--- src/rtl/sipo_deserializer.sv ---
// sipo_deserializer: serial-in/parallel-out receiver with a one-word holding
// register, per-frame bit order, sticky overrun and optional parity.
// Optional trailing even parity: define SIPO_PARITY_EN.
// Ports: clk, rst_n (async, active-low); shift_en/din serial input;
// msb_first selects bit order (latched on the first bit of a frame);
// clr flushes the partial frame; dout/dout_valid/dout_ready parallel port;
// overrun (sticky) with ovr_clr; parity_err; bit_cnt bits in current frame.
module sipo_deserializer #(
  parameter int WIDTH = 8
) (
  input  logic             clk,
  input  logic             rst_n,
  input  logic             shift_en,
  input  logic             din,
  input  logic             msb_first,
  input  logic             clr,
  output logic [WIDTH-1:0] dout,
  output logic             dout_valid,
  input  logic             dout_ready,
  output logic             overrun,
  input  logic             ovr_clr,
  output logic             parity_err,
  output logic [5:0]       bit_cnt
);

`ifdef SIPO_PARITY_EN
  localparam int FL = WIDTH + 1;
`else
  localparam int FL = WIDTH;
`endif
  localparam logic [5:0] LAST = 6'(FL - 1);

  typedef enum logic {
    IDLE = 1'b0,
    RECV = 1'b1
  } state_t;

  logic [WIDTH-1:0] sr;
  logic             ord;
  state_t           state;
  logic             cur_ord;
  logic [WIDTH-1:0] shifted;
  logic [WIDTH-1:0] word;
  logic             data_bit;
  logic             last;
  logic             done;
  logic             accept;
  logic             load;
  logic             drop;

  assign state = (bit_cnt == 6'd0) ? IDLE : RECV;

  always_comb begin
    cur_ord  = ord;
    shifted  = sr;
    word     = sr;
    data_bit = 1'b1;
    // first bit of a frame uses the live order input
    if (state == IDLE)
      cur_ord = msb_first;
    if (cur_ord)
      shifted = {sr[WIDTH-2:0], din};
    else
      shifted = {din, sr[WIDTH-1:1]};
`ifdef SIPO_PARITY_EN
    // parity bit never enters sr; the word is sr as it stands
    data_bit = (bit_cnt < 6'(WIDTH));
    word     = sr;
`else
    word     = shifted;
`endif
  end

  assign last   = (bit_cnt == LAST);
  assign done   = shift_en && !clr && last;
  assign accept = dout_valid && dout_ready;
  assign load   = done && (!dout_valid || dout_ready);
  assign drop   = done && !load;

  always_ff @(posedge clk or negedge rst_n) begin
    if (!rst_n) begin
      sr         <= '0;
      bit_cnt    <= '0;
      ord        <= 1'b0;
      dout       <= '0;
      dout_valid <= 1'b0;
      overrun    <= 1'b0;
    end else begin
      if (clr) begin
        sr      <= '0;
        bit_cnt <= '0;
      end else if (shift_en) begin
        ord     <= cur_ord;
        bit_cnt <= last ? 6'd0 : bit_cnt + 6'd1;
        if (data_bit)
          sr <= shifted;
      end
      if (load) begin
        dout       <= word;
        dout_valid <= 1'b1;
      end else if (accept) begin
        dout_valid <= 1'b0;
      end
      if (drop)
        overrun <= 1'b1;
      else if (ovr_clr)
        overrun <= 1'b0;
    end
  end

`ifdef SIPO_PARITY_EN
  logic perr_q;

  always_ff @(posedge clk or negedge rst_n) begin
    if (!rst_n)
      perr_q <= 1'b0;
    else if (load)
      perr_q <= ^sr ^ din;
  end

  assign parity_err = perr_q;
`else
  assign parity_err = 1'b0;
`endif

endmodule

--- config.mk ---
export PLATFORM = sky130hd
export DESIGN_NAME = sipo_deserializer
export DESIGN_NICKNAME = d
export VERILOG_FILES = /design/src/rtl/sipo_deserializer.sv
export SDC_FILE = /design/constraint.sdc
export NUM_CORES = 1
export LEC_CHECK = 0
export CAP_MARGIN = 20
export CORE_MARGIN = 2
export CORE_UTILIZATION = 49
export DETAILED_ROUTE_END_ITERATION = 7
export PLACE_DENSITY = 0.77
export SYNTH_ARGS = -nofsm -noshare
export SYNTH_HDL_FRONTEND = slang
export SYNTH_SLANG_ARGS = --single-unit
--- constraint.sdc ---
create_clock -name clk -period 2.2 [get_ports clk]
set_input_delay 0.55 -clock clk [delete_from_list [all_inputs] [get_ports clk]]
set_output_delay 0.55 -clock clk [all_outputs]
set_load 0.03 [all_outputs]
==> results of run 1 <==
cells in the mapped netlist:
cell,n
dfrtp_1,25
nor2_1,21
nand3_1,9
a311oi_1,8
a31oi_1,8
o21ai_1,8
nand2_1,4
clkbuf_1,3
inv_1,3
a21oi_1,2
and2_1,2
buf_2,2
ha_1,2
nand2b_1,2
nand4_1,2
xor2_1,2
a211oi_1,1
and3b_1,1
and4_1,1
buf_4,1
clkbuf_2,1
conb_1,1
mux2_2,1
mux2i_1,1
nor2b_1,1
nor3_2,1
nor3b_1,1
o21a_1,1
o21ai_0,1
o21ai_4,1
o22ai_1,1
or3_1,1
or3_4,1
xnor2_1,1
kinds of logic (layout without fill, tap and decap cells):
family / count (synthesis) / in the layout / share of synthesized area [%]
and+or+nand+nor: 47 / 47 / 19.7
AOI/OAI and AO/OA: 31 / 31 / 17.8
DFF: 25 / 25 / 52.4
buffers and inverters: 10 / 35 / 3.77
xor gates and xnor gates: 3 / 3 / 2.20
adders and majority gates: 2 / 2 / 2.09
muxes: 2 / 2 / 1.78
other: 1 / 1 / 0.314
per-layer routing:
layer / vias up / part of all wire, %
met1: 469 / 47
met2: 29 / 47
li1: 487 / -
met5: - / 0
met4: 0 / 1.1
met3: 4 / 5.0
registers in the layout, indices dropped and copies added (netlist names):
signal      cells
overrun         1
bit_cnt         6
dout_valid      1
ord             1
sr              8
dout            8
layout by cell type (no fill, tap or decap), drive strengths merged, types with 2 or more instances in the layout:
cell / n
o21ai: 10
xor2: 2
or3: 2
and2: 2
a311oi: 8
a21oi: 2
dfrtp: 25
nand3: 9
ha: 2
nand2b: 2
nand4: 2
clkbuf: 3
a31oi: 8
nand2: 4
inv: 3
buf: 5
clkdlybuf4s50: 23
nor2: 21
how the worst max path moves through the flow:
stage	end	slack [ns]
after CTS	bit_cnt[3]	0.13
after global routing	bit_cnt[3]	0.08
after floorplan	dout[7]$_DFFE_PN0P_	0.50
after global placement	dout[7]$_DFFE_PN0P_	0.18
after detailed placement	ord$_DFFE_PN0N_	0.16
final	bit_cnt[3]	0.14
final cells by class:
class	instances	area, µm²	share of cell area, %
flip-flops and latches	25	626	41.9
multi-input cells	86	524	35.2
repair buffers	28	268	18.0
well taps	28	35.0	2.35
clock buffers	3	22.5	1.51
inverters	3	11.3	0.755
clock inverters	1	5.00	0.336
power groups by stage:
stage,clock network (mW),registers [mW],logic (mW)
6_report,0.207,0.501,0.153
2_1_floorplan,0,0.516,0.0885
3_5_place_dp,0,0.509,0.153
5_1_grt,0.231,0.505,0.172
3_3_place_gp,0,0.509,0.149
4_1_cts,0.214,0.501,0.153
==> flow_summary.json, run 1 <==
{
  "hold_end": "dout_valid$_DFFE_PN0P_",
  "pin_count": 25,
  "vdd_drop_max_uv": 388,
  "cp_max_fo": 7,
  "yosysSeqAreaShare_pct": 52.4,
  "start_util_pct": 53.0,
  "finalSetupViolCount": 0,
  "final_design_area_no_fill_um2": 1490,
  "n_antenna_cell": 0,
  "outcome": "finished clean",
  "hold_ws_ns": 0.554,
  "path_buf_inv": 1,
  "netlist_area_um2": 1190,
  "p_seq_share_pct": 58.2,
  "slowest_delay_ns": 0.71,
  "cts_tree": "done",
  "cap_viol_max_count": 0,
  "worstSetupPathType": "reg -> out",
  "switching_share_pct": 29.2,
  "crit_family": "buffers and inverters",
  "clk_pin_slew_ns": 0.13,
  "synth_area_per_cell_um2": 9.88,
  "dp_worst_setup_slack_ns": 0.163,
  "layout_min_cycle_time_ns": 2.06,
  "placed_cell_area_um2": 1460,
  "dp.cells": 170,
  "design.final.nets": 157,
  "worstReg2RegEnd": "sr[7]$_DFFE_PN0P_",
  "gp_congestion": 0.807,
  "grt-busiest-layer": "met2",
  "fp.dieArea_um2": 2850,
  "gr-usage-met2_pct": 31.1,
  "dp_hpwl_um": 1740,
  "layoutNonFillerInstCount": 174,
  "n_fill_cell": 209,
  "fin_crit_sh_pct": 93.6,
  "p_leak_nw": 0.629,
  "wire_per_inst_um": 13.9,
  "syn_nets": 131,
  "drt_pass1_iterations": 4,
  "clkPwrFrac_pct": 24.0,
  "fp-row-count": 17,
  "synthTopCellsByArea": "dfrtp_1, nor2_1, a311oi_1",
  "die_y_um": 53.4,
  "drt_wl_total_um": 2420,
  "synth_cell_type_count": 34,
  "grt_max_degree": 26,
  "grt_first_pass_wirelength_um": 4150,
  "yosys_warnings": 0,
  "antenna_left": 0,
  "p_sw_uw": 251,
  "cts_sinks": 25,
  "min_from": "dout_valid$_DFFE_PN0P_",
  "cts_resized": 0,
  "dr.first_iter.drc_count": 22,
  "slowest_stage": "clkdlybuf4s50_1",
  "ys_seq_elements": 25,
  "holdPathStages": 2,
  "h-tree-depth": 1,
  "antenna_found_initial": 0,
  "path_depth": 1,
  "start_kind": "flop",
  "overflow": 0,
  "setup.worst_path.start": "bit_cnt[3]$_DFFE_PN0P_",
  "drv_slew": 0,
  "hold_viol": 0,
  "intPower_uw": 609,
  "hold_buffers": 0,
  "synth_top_area_share_pct": 52.4,
  "grt_util_all_layers_pct": 20.3,
  "pwr-share-comb_pct": 17.8,
  "layout_setup_ws_ns": 0.140,
  "fmaxAchievable_mhz": 485,
  "reg2reg_slack_ns": 0.48,
  "min_path_type": "reg -> reg",
  "syn_inst": 121,
  "grt_util_met1_pct": 28.6,
  "grt_pass1_vias": 916,
  "clock_skew_ns": 0.00645,
  "clock-root-buffer": "clkbuf_4",
  "port_buffers": 23,
  "clock_path_buffers": 2,
  "drive_gt1_share_pct": 8.90,
  "utilization_pct": 66.1,
  "finalPower_uw": 860,
  "insertion_delay_ns": 0.32,
  "p_per_area_nw_per_um2": 577,
  "die_w_um": 53.4,
  "area_delta_synth_final_pct": 24.8,
  "fp.coreArea_um2": 2250,
  "worstPathRequired_ns": 1.65,
  "crit_chain": "clkdlybuf4s50_1",
  "reg2regPathDepth": 4,
  "yosysTopAreaCell": "dfrtp_1",
  "drc": 0,
  "arrival_ns": 1.51,
  "via_count": 989,
  "rsz0062_at_grt": "false",
  "gr-usage-met3_pct": 3.39,
  "viasPerCell": 5.68,
  "regToRegStartpoint": "bit_cnt[3]$_DFFE_PN0P_",
  "setup-tns-final_ns": 0,
  "numCtsBuffers": 3,
  "postCtsSetupBuffers": 0,
  "end_kind": "output pin"
}
Note: power is estimated with default switching activity, not from simulation.
==> run 2, diff against run 1 <==
--- a/config.mk
+++ b/config.mk
@@ -5,7 +5,7 @@
 export SDC_FILE = /design/constraint.sdc
 export NUM_CORES = 1
 export LEC_CHECK = 0
-export CAP_MARGIN = 20
+export CAP_MARGIN = 30
 export CORE_MARGIN = 2
 export CORE_UTILIZATION = 49
 export DETAILED_ROUTE_END_ITERATION = 7
==> results of run 2 <==
Final layout, timing and power as in run 1 (identical DEF).
